<file path="src/rtl/mm_refill_ctrl_pkg.sv">
// ============================================================================
// Module   : mm_refill_ctrl_pkg
// Purpose  : Shared types and constants for the I-cache refill controller.
// Revision : 1.0 - initial release
// ============================================================================
`default_nettype none

package mm_refill_ctrl_pkg;

    typedef enum logic [1:0] {
        ST_IDLE   = 2'd0,
        ST_REQ    = 2'd1,
        ST_FILL   = 2'd2,
        ST_SETTLE = 2'd3
    } refill_state_e;

    localparam logic [31:0] NOP_INSTR    = 32'h0000_0000;
    localparam int          CNT_REFILL_W = 20;

endpackage : mm_refill_ctrl_pkg

`default_nettype wire

</file>
<file path="src/rtl/mm_refill_ctrl_if.sv">
// ============================================================================
// Module   : mm_refill_ctrl_if
// Purpose  : Cache/memory-side signal bundle of the refill controller.
// Revision : 1.0 - initial release
// ============================================================================
`default_nettype none

interface mm_refill_ctrl_if;
    import mm_refill_ctrl_pkg::*;

    logic [31:0]             PC;
    logic                    HitWrite;
    logic                    MM_REQ;
    logic [31:0]             MM_ADDR;
    logic                    MM_VALID;
    logic [31:0]             MM_RDATA;
    logic                    Access_MM;
    logic [31:0]             Data_MM;
    logic                    BUSY;
    logic [CNT_REFILL_W-1:0] CNT_REFILL;
    logic                    ERR_TIMEOUT;

    // master: the refill controller; slave: the cache and memory around it
    modport master (
        input  PC, HitWrite, MM_VALID, MM_RDATA,
        output MM_REQ, MM_ADDR, Access_MM, Data_MM, BUSY, CNT_REFILL, ERR_TIMEOUT
    );

    modport slave (
        output PC, HitWrite, MM_VALID, MM_RDATA,
        input  MM_REQ, MM_ADDR, Access_MM, Data_MM, BUSY, CNT_REFILL, ERR_TIMEOUT
    );

endinterface : mm_refill_ctrl_if

`default_nettype wire

</file>
<file path="src/rtl/mm_refill_ctrl_refill_wdog.sv">
// ============================================================================
// Module   : refill_wdog
// Purpose  : Saturating 8-bit wait counter flagging a stalled memory read.
// Revision : 1.0 - initial release
// ============================================================================
`default_nettype none

module refill_wdog #(
    parameter int unsigned TIMEOUT_CYCLES = 255
) (
    input  wire logic CLK,
    input  wire logic RESET,
    input  wire logic clr_i,
    input  wire logic inc_i,
    output logic      expired_o
);

    logic [7:0] cnt_q, cnt_d;

    always_comb begin
        cnt_d = cnt_q;
        if (clr_i) begin
            cnt_d = 8'd0;
        end else if (inc_i && (cnt_q != 8'hFF)) begin
            cnt_d = cnt_q + 8'd1;
        end
    end

    always_ff @(posedge CLK or negedge RESET) begin
        if (!RESET) begin
            cnt_q <= 8'd0;
        end else begin
            cnt_q <= cnt_d;
        end
    end

    assign expired_o = (cnt_q == 8'(TIMEOUT_CYCLES));

endmodule : refill_wdog

`default_nettype wire

</file>
<file path="src/rtl/mm_refill_ctrl.sv">
// ============================================================================
// Module   : mm_refill_ctrl
// Purpose  : Fetches a missing I-cache word from memory and returns it as a
//            one-cycle fill strobe. Optional macro: REFILL_TIMEOUT_EN.
// Revision : 1.0 - initial release
// ============================================================================
`default_nettype none

module mm_refill_ctrl
    import mm_refill_ctrl_pkg::*;
#(
    parameter int unsigned TIMEOUT_CYCLES = 255
) (
    input  wire logic        CLK,
    input  wire logic        RESET,
    mm_refill_ctrl_if.master bus
);

    if ((TIMEOUT_CYCLES < 1) || (TIMEOUT_CYCLES > 255)) begin : g_bad_timeout
        $error("TIMEOUT_CYCLES must lie in 1..255");
    end

    refill_state_e           state_q, state_d;
    logic [31:0]             addr_q, addr_d;
    logic [31:0]             data_q, data_d;
    logic [CNT_REFILL_W-1:0] cnt_q, cnt_d;
    logic                    req_q, req_d;
    logic                    acc_q, acc_d;
    logic                    busy_q, busy_d;

`ifdef REFILL_TIMEOUT_EN
    logic w_expired;
    logic err_q, err_d;

    refill_wdog #(
        .TIMEOUT_CYCLES (TIMEOUT_CYCLES)
    ) u_wdog (
        .CLK       (CLK),
        .RESET     (RESET),
        .clr_i     (state_q != ST_REQ),
        .inc_i     ((state_q == ST_REQ) && !bus.MM_VALID),
        .expired_o (w_expired)
    );
`endif

    always_comb begin
        state_d = state_q;
        addr_d  = addr_q;
        data_d  = data_q;
        cnt_d   = cnt_q;
`ifdef REFILL_TIMEOUT_EN
        err_d   = err_q;
`endif
        unique case (state_q)
            ST_IDLE: begin
                if (!bus.HitWrite) begin
                    addr_d  = {bus.PC[31:2], 2'b00};
                    state_d = ST_REQ;
                end
            end
            ST_REQ: begin
                // Returning data beats a simultaneous expiry
                if (bus.MM_VALID) begin
                    data_d  = bus.MM_RDATA;
                    state_d = ST_FILL;
                end
`ifdef REFILL_TIMEOUT_EN
                else if (w_expired) begin
                    data_d  = NOP_INSTR;
                    err_d   = 1'b1;
                    state_d = ST_FILL;
                end
`endif
            end
            ST_FILL: begin
                cnt_d   = cnt_q + 1'b1;
                state_d = ST_SETTLE;
            end
            // The cache's HitWrite is still stale here, so it is not looked at
            ST_SETTLE: state_d = ST_IDLE;
            default:   state_d = ST_IDLE;
        endcase

        req_d  = (state_d == ST_REQ);
        acc_d  = (state_d == ST_FILL);
        busy_d = (state_d != ST_IDLE);
    end

    always_ff @(posedge CLK or negedge RESET) begin
        if (!RESET) begin
            state_q <= ST_IDLE;
            addr_q  <= 32'd0;
            data_q  <= 32'd0;
            cnt_q   <= '0;
            req_q   <= 1'b0;
            acc_q   <= 1'b0;
            busy_q  <= 1'b0;
        end else begin
            state_q <= state_d;
            addr_q  <= addr_d;
            data_q  <= data_d;
            cnt_q   <= cnt_d;
            req_q   <= req_d;
            acc_q   <= acc_d;
            busy_q  <= busy_d;
        end
    end

`ifdef REFILL_TIMEOUT_EN
    always_ff @(posedge CLK or negedge RESET) begin
        if (!RESET) begin
            err_q <= 1'b0;
        end else begin
            err_q <= err_d;
        end
    end

    assign bus.ERR_TIMEOUT = err_q;
`else
    assign bus.ERR_TIMEOUT = 1'b0;
`endif

    assign bus.MM_REQ     = req_q;
    assign bus.MM_ADDR    = addr_q;
    assign bus.Access_MM  = acc_q;
    assign bus.Data_MM    = data_q;
    assign bus.BUSY       = busy_q;
    assign bus.CNT_REFILL = cnt_q;

endmodule : mm_refill_ctrl

`default_nettype wire

</file>
<file path="src/flat_wrapper.sv">
// flat-port wrapper written by rule: the top's interface ports become plain ports
module mm_refill_ctrl_flat import mm_refill_ctrl_pkg::*;
#(
    parameter int unsigned TIMEOUT_CYCLES = 255
)
  (CLK, RESET, bus_PC, bus_HitWrite, bus_MM_VALID, bus_MM_RDATA, bus_MM_REQ, bus_MM_ADDR, bus_Access_MM, bus_Data_MM, bus_BUSY, bus_CNT_REFILL, bus_ERR_TIMEOUT);
  mm_refill_ctrl_if bus_i ();
  input  wire logic CLK;
  input  wire logic RESET;
  input wire logic [$bits(bus_i.PC)-1:0] bus_PC;
  input wire logic [$bits(bus_i.HitWrite)-1:0] bus_HitWrite;
  input wire logic [$bits(bus_i.MM_VALID)-1:0] bus_MM_VALID;
  input wire logic [$bits(bus_i.MM_RDATA)-1:0] bus_MM_RDATA;
  output wire logic [$bits(bus_i.MM_REQ)-1:0] bus_MM_REQ;
  output wire logic [$bits(bus_i.MM_ADDR)-1:0] bus_MM_ADDR;
  output wire logic [$bits(bus_i.Access_MM)-1:0] bus_Access_MM;
  output wire logic [$bits(bus_i.Data_MM)-1:0] bus_Data_MM;
  output wire logic [$bits(bus_i.BUSY)-1:0] bus_BUSY;
  output wire logic [$bits(bus_i.CNT_REFILL)-1:0] bus_CNT_REFILL;
  output wire logic [$bits(bus_i.ERR_TIMEOUT)-1:0] bus_ERR_TIMEOUT;
  assign bus_i.PC = bus_PC;
  assign bus_i.HitWrite = bus_HitWrite;
  assign bus_i.MM_VALID = bus_MM_VALID;
  assign bus_i.MM_RDATA = bus_MM_RDATA;
  assign bus_MM_REQ = bus_i.MM_REQ;
  assign bus_MM_ADDR = bus_i.MM_ADDR;
  assign bus_Access_MM = bus_i.Access_MM;
  assign bus_Data_MM = bus_i.Data_MM;
  assign bus_BUSY = bus_i.BUSY;
  assign bus_CNT_REFILL = bus_i.CNT_REFILL;
  assign bus_ERR_TIMEOUT = bus_i.ERR_TIMEOUT;
  mm_refill_ctrl #(.TIMEOUT_CYCLES(TIMEOUT_CYCLES)) u_core (.CLK(CLK), .RESET(RESET), .bus(bus_i));
endmodule
</file>
<file path="config.mk">
export PLATFORM = sky130hd
export DESIGN_NAME = mm_refill_ctrl_flat
export DESIGN_NICKNAME = d
export VERILOG_FILES = /design/src/rtl/mm_refill_ctrl_pkg.sv /design/src/rtl/mm_refill_ctrl_if.sv /design/src/rtl/mm_refill_ctrl_refill_wdog.sv /design/src/rtl/mm_refill_ctrl.sv /design/src/flat_wrapper.sv
export SDC_FILE = /design/constraint.sdc
export NUM_CORES = 1
export LEC_CHECK = 0
export BUFFER_PORTS_ARGS = -buffer_cell sky130_fd_sc_hd__clkbuf_2
export CORE_MARGIN = 2
export CORE_UTILIZATION = 46
export CTS_CLUSTER_DIAMETER = 100
export DETAILED_ROUTE_END_ITERATION = 10
export GPL_TIMING_DRIVEN = 1
export PLACE_DENSITY = 0.91
export SETUP_SLACK_MARGIN = 0.15
export SYNTH_ARGS = -nofsm -noshare
export SYNTH_HDL_FRONTEND = slang
export SYNTH_SLANG_ARGS = --single-unit
</file>
<file path="constraint.sdc">
create_clock -name CLK -period 1.8 [get_ports CLK]
set_input_delay 0 -clock CLK [delete_from_list [all_inputs] [get_ports CLK]]
set_output_delay 0 -clock CLK [all_outputs]
set_load 0.02 [all_outputs]
</file>
==> impl_metrics.tcl <==
set metrics [dict create \
    status "finished, final reports clean" \
    postPlaceCellArea_mm2 0.00427 \
    grt_max_degree 53 \
    start_util_pct 47.1 \
    fin_worst_skew_ns 0.0111 \
    cts.htree.levels 3 \
    globalplace.congestion 0.773 \
    routed_wire_length_per_instance_um 14.5 \
    critical_path_buf_inv_count 0 \
    worst_path_dominant_cell_family "simple AND/OR/NAND/NOR gates" \
    die_height_um 89.7 \
    num_vias 2850 \
    dp_hpwl_um 5330 \
    io_buffers 150 \
    timing.critical_path.from_type "flop" \
    boundaryPins 156 \
    cts_root_buf "sky130_fd_sc_hd__clkbuf_8" \
    powerDensity_mw_per_mm2 1560 \
    worstPathCellList "ha_1 > nand3b_1 > nor4_4 > nand3_1 > xnor2_1" \
    die_area_mm2 0.00805 \
    cp_max_fo 4 \
    path_clk_slew_ns 0.08 \
    layout_worst_path_cycle_share_pct 84.4 \
    finish.utilization_pct 71.9 \
    drt_iter0_markers 104 \
    syn2layout_area_growth_pct 52.7 \
    setup_repair_after_global_routing_missed_its_margin "no" \
    rows 31 \
    number_of_antenna_violations_at_the_first_check_in_global_routing 0 \
    worst_path_largest_cell_delay_ns 0.41 \
    synth.cell_area_mm2 0.00338 \
    avg_vias_per_cell 4.63 \
    preCtsSetupSlack_ns 0.190 \
    global_route.usage.total_pct 21.9 \
    number_of_routed_nets_with_antenna_violations 0 \
    drc 0 \
    wire_length_of_the_first_global_routing_pass_um 13300 \
    layout.cells.non_filler 615 \
    layout_setup_ws_ns 0.280 \
    core_region_area_mm2 0.00718 \
    final-max-slew-violation-count 0 \
    dp_cells 533 \
    synth_cell_type_count 24 \
    cts_max_path_buffers 2 \
    synth.yosys.seq_area_share_pct 64.4 \
    final_net_count 580 \
    cp_slowest_cell "sky130_fd_sc_hd__dfrtp_1" \
    n_antenna_cell 0 \
    setup_viol_count_final 0 \
    worstSetupEndpointType "flop" \
    min_delay_path_class "input pin to flop" \
    final-hold-violation-count 0 \
    timing.max_cap.violations 0 \
    first_global_vias 2916 \
    tritoncts "built" \
    ys_ff_latch 87 \
    total_leakage_power_nw 2.70 \
    min_period_ns 1.52 \
    syn-mean-instance-area_um2 11.7 \
    clk_latency_ns 0.33 \
    routed_wirelength_um 8920 \
    share_of_layout_cells_above_drive_strength_1_pct 40.1 \
    cts_inserted_buffers 9 \
    yosys_warnings 0 \
    dr.pass1.iters 4 \
    setup_tns_ns 0 \
    worstPathArrival_ns 1.73 \
    instance_count_of_the_mapped_netlist 289 \
    die_w_um 89.7 \
    clock_sinks 87 \
    critPathRequiredTime_ns 2.01 \
    max_clock_freq_mhz 658 \
    setup.worst_path.class "flop to flop" \
    power.ir.vdd_worst_v 0.000813 \
    grt.overflow.total 0 \
    final_design_area_no_fill_mm2 0.00516 \
]
## synthesized netlist by cell type
cell,count,area (um2)
sky130_fd_sc_hd__a21oi_1,1,5.00
sky130_fd_sc_hd__and3_1,2,12.5
sky130_fd_sc_hd__and4_1,2,17.5
sky130_fd_sc_hd__buf_2,6,30.0
sky130_fd_sc_hd__buf_4,3,22.5
sky130_fd_sc_hd__clkbuf_1,3,11.3
sky130_fd_sc_hd__conb_1,1,3.75
sky130_fd_sc_hd__dfrtp_1,87,2180
sky130_fd_sc_hd__ha_1,1,12.5
sky130_fd_sc_hd__inv_1,2,7.51
sky130_fd_sc_hd__mux2_2,31,349
sky130_fd_sc_hd__nand2_1,105,394
sky130_fd_sc_hd__nand2b_1,2,12.5
sky130_fd_sc_hd__nand3_1,6,30.0
sky130_fd_sc_hd__nand3b_1,2,15.0
sky130_fd_sc_hd__nand4_1,4,25.0
sky130_fd_sc_hd__nor2_1,5,18.8
sky130_fd_sc_hd__nor3_1,3,15.0
sky130_fd_sc_hd__nor3_4,1,16.3
sky130_fd_sc_hd__nor3b_1,1,7.51
sky130_fd_sc_hd__nor4_4,1,21.3
sky130_fd_sc_hd__o21a_1,1,7.51
sky130_fd_sc_hd__xnor2_1,16,140
sky130_fd_sc_hd__xor2_1,3,26.3
## where the power goes
part | switching, W | internal (W) | total (W)
Clock | 0.000658 | 0.000864 | 0.00152
Sequential | 0.000476 | 0.00274 | 0.00322
Combinational | 0.00202 | 0.00129 | 0.00331
Total | 0.00315 | 0.00489 | 0.00805
## kinds of logic after synthesis
group | Yosys count | synth area share (%)
other cells | 1 | 0.111
simple gates | 134 | 17.3
mux | 31 | 10.3
flops | 87 | 64.4
fa+ha+maj | 1 | 0.370
buf+inv | 14 | 2.11
xor+xnor | 19 | 4.93
compound gates | 2 | 0.370
## path summary, 6_finish.rpt
path / slack, ns / depth (start not counted) / endpoint / startpoint
worst max-delay path: 0.28 / 5 / u_core.bus.CNT_REFILL[16]$_DFFE_PN0N_ / u_core.bus.CNT_REFILL[0]$_DFFE_PN0N_
worst min-delay path: 0.04 / 3 / u_core.state_q[0]$_DFF_PN0_ / bus_HitWrite
worst max register to register: 0.28 / 5 / u_core.bus.CNT_REFILL[16]$_DFFE_PN0N_ / u_core.bus.CNT_REFILL[0]$_DFFE_PN0N_
worst min register to register: 0.48 / 2 / u_core.bus.Data_MM[27]$_DFFE_PN0P_ / u_core.bus.Data_MM[27]$_DFFE_PN0P_
max in group asynchronous: 1.02 / 3 / u_core.bus.MM_REQ$_DFF_PN0_ / RESET
min in group asynchronous: 0.15 / 2 / u_core.bus.CNT_REFILL[12]$_DFFE_PN0N_ / RESET
## layer usage
metal / global-route usage [%] / share of wire [%]
met1: 24.3 / 38
met2: 41.2 / 55
met3: 4.20 / 5.9
met4: 7.87 / 1.2
met5: 0 / 0
## worst min-delay path, stage by stage
cell,delay (ns)
sky130_fd_sc_hd__clkbuf_2,0.09
sky130_fd_sc_hd__nor3b_1,0.15
sky130_fd_sc_hd__nor2_1,0.09
## metrics by stage
step	total power [W]	hold slack, ns
after floorplan	0.00522	-0.296
after global placement	0.00629	-0.0278
after detailed placement	0.00643	-0.0181
after CTS	0.00808	0.0237
after global routing	0.00858	0.0627
final	0.00805	0.0407
## cell type report
cell class,instances,area (um2)
Inverter,2,7.51
Tap cell,99,124
Multi-Input combinational cell,190,1150
Clock inverter,4,76.3
Sequential cell,87,2180
Fill cell,508,2020
Clock buffer,12,155
Timing Repair Buffer,221,1470
## layout by cell type, fill, tap and decap left out
cell                            synthesis  layout
sky130_fd_sc_hd__and3_1                 2       2
sky130_fd_sc_hd__mux2_2                31      31
sky130_fd_sc_hd__buf_12                 0       2
sky130_fd_sc_hd__and4_1                 2       2
sky130_fd_sc_hd__ha_1                   1       1
sky130_fd_sc_hd__nor3_1                 3       1
sky130_fd_sc_hd__inv_6                  0       1
sky130_fd_sc_hd__clkbuf_2               0     149
sky130_fd_sc_hd__nor3b_1                1       1
sky130_fd_sc_hd__nand3_1                6       6
sky130_fd_sc_hd__nand2_1              105     105
sky130_fd_sc_hd__xnor2_1               16      16
sky130_fd_sc_hd__nor3_2                 0       2
sky130_fd_sc_hd__clkinvlp_4             0       1
sky130_fd_sc_hd__o21a_1                 1       1
sky130_fd_sc_hd__clkbuf_1               3       1
sky130_fd_sc_hd__dlygate4sd3_1          0      64
sky130_fd_sc_hd__nand4_1                4       4
sky130_fd_sc_hd__buf_4                  3       6
sky130_fd_sc_hd__nor3_4                 1       1
sky130_fd_sc_hd__nor2_1                 5       5
sky130_fd_sc_hd__conb_1                 1       3
sky130_fd_sc_hd__nand2b_1               2       2
sky130_fd_sc_hd__nand3b_1               2       2
sky130_fd_sc_hd__bufinv_16              0       2
sky130_fd_sc_hd__nor4_4                 1       1
sky130_fd_sc_hd__xor2_1                 3       3
sky130_fd_sc_hd__clkbuf_8               0      11
sky130_fd_sc_hd__a21oi_1                1       1
sky130_fd_sc_hd__dfrtp_1               87      87
sky130_fd_sc_hd__inv_1                  2       2
## state kept, by name (all words and copies together), names as in the netlist
signal                 count
u_core.bus.Data_MM        32
u_core.bus.MM_ADDR        30
u_core.bus.CNT_REFILL     20
u_core.state_q             2
u_core.bus.Access_MM       1
u_core.bus.BUSY            1
u_core.bus.MM_REQ          1
## what timing repair did
item | in CTS | in global routing
resized for setup | 0 | 1
endpoints found under the setup margin | 0 | 7
setup buffers | 0 | 2
endpoints found under the hold margin | 99 | 0
hold buffers | 64 | 0
Power figures use the tool's default switching activity.
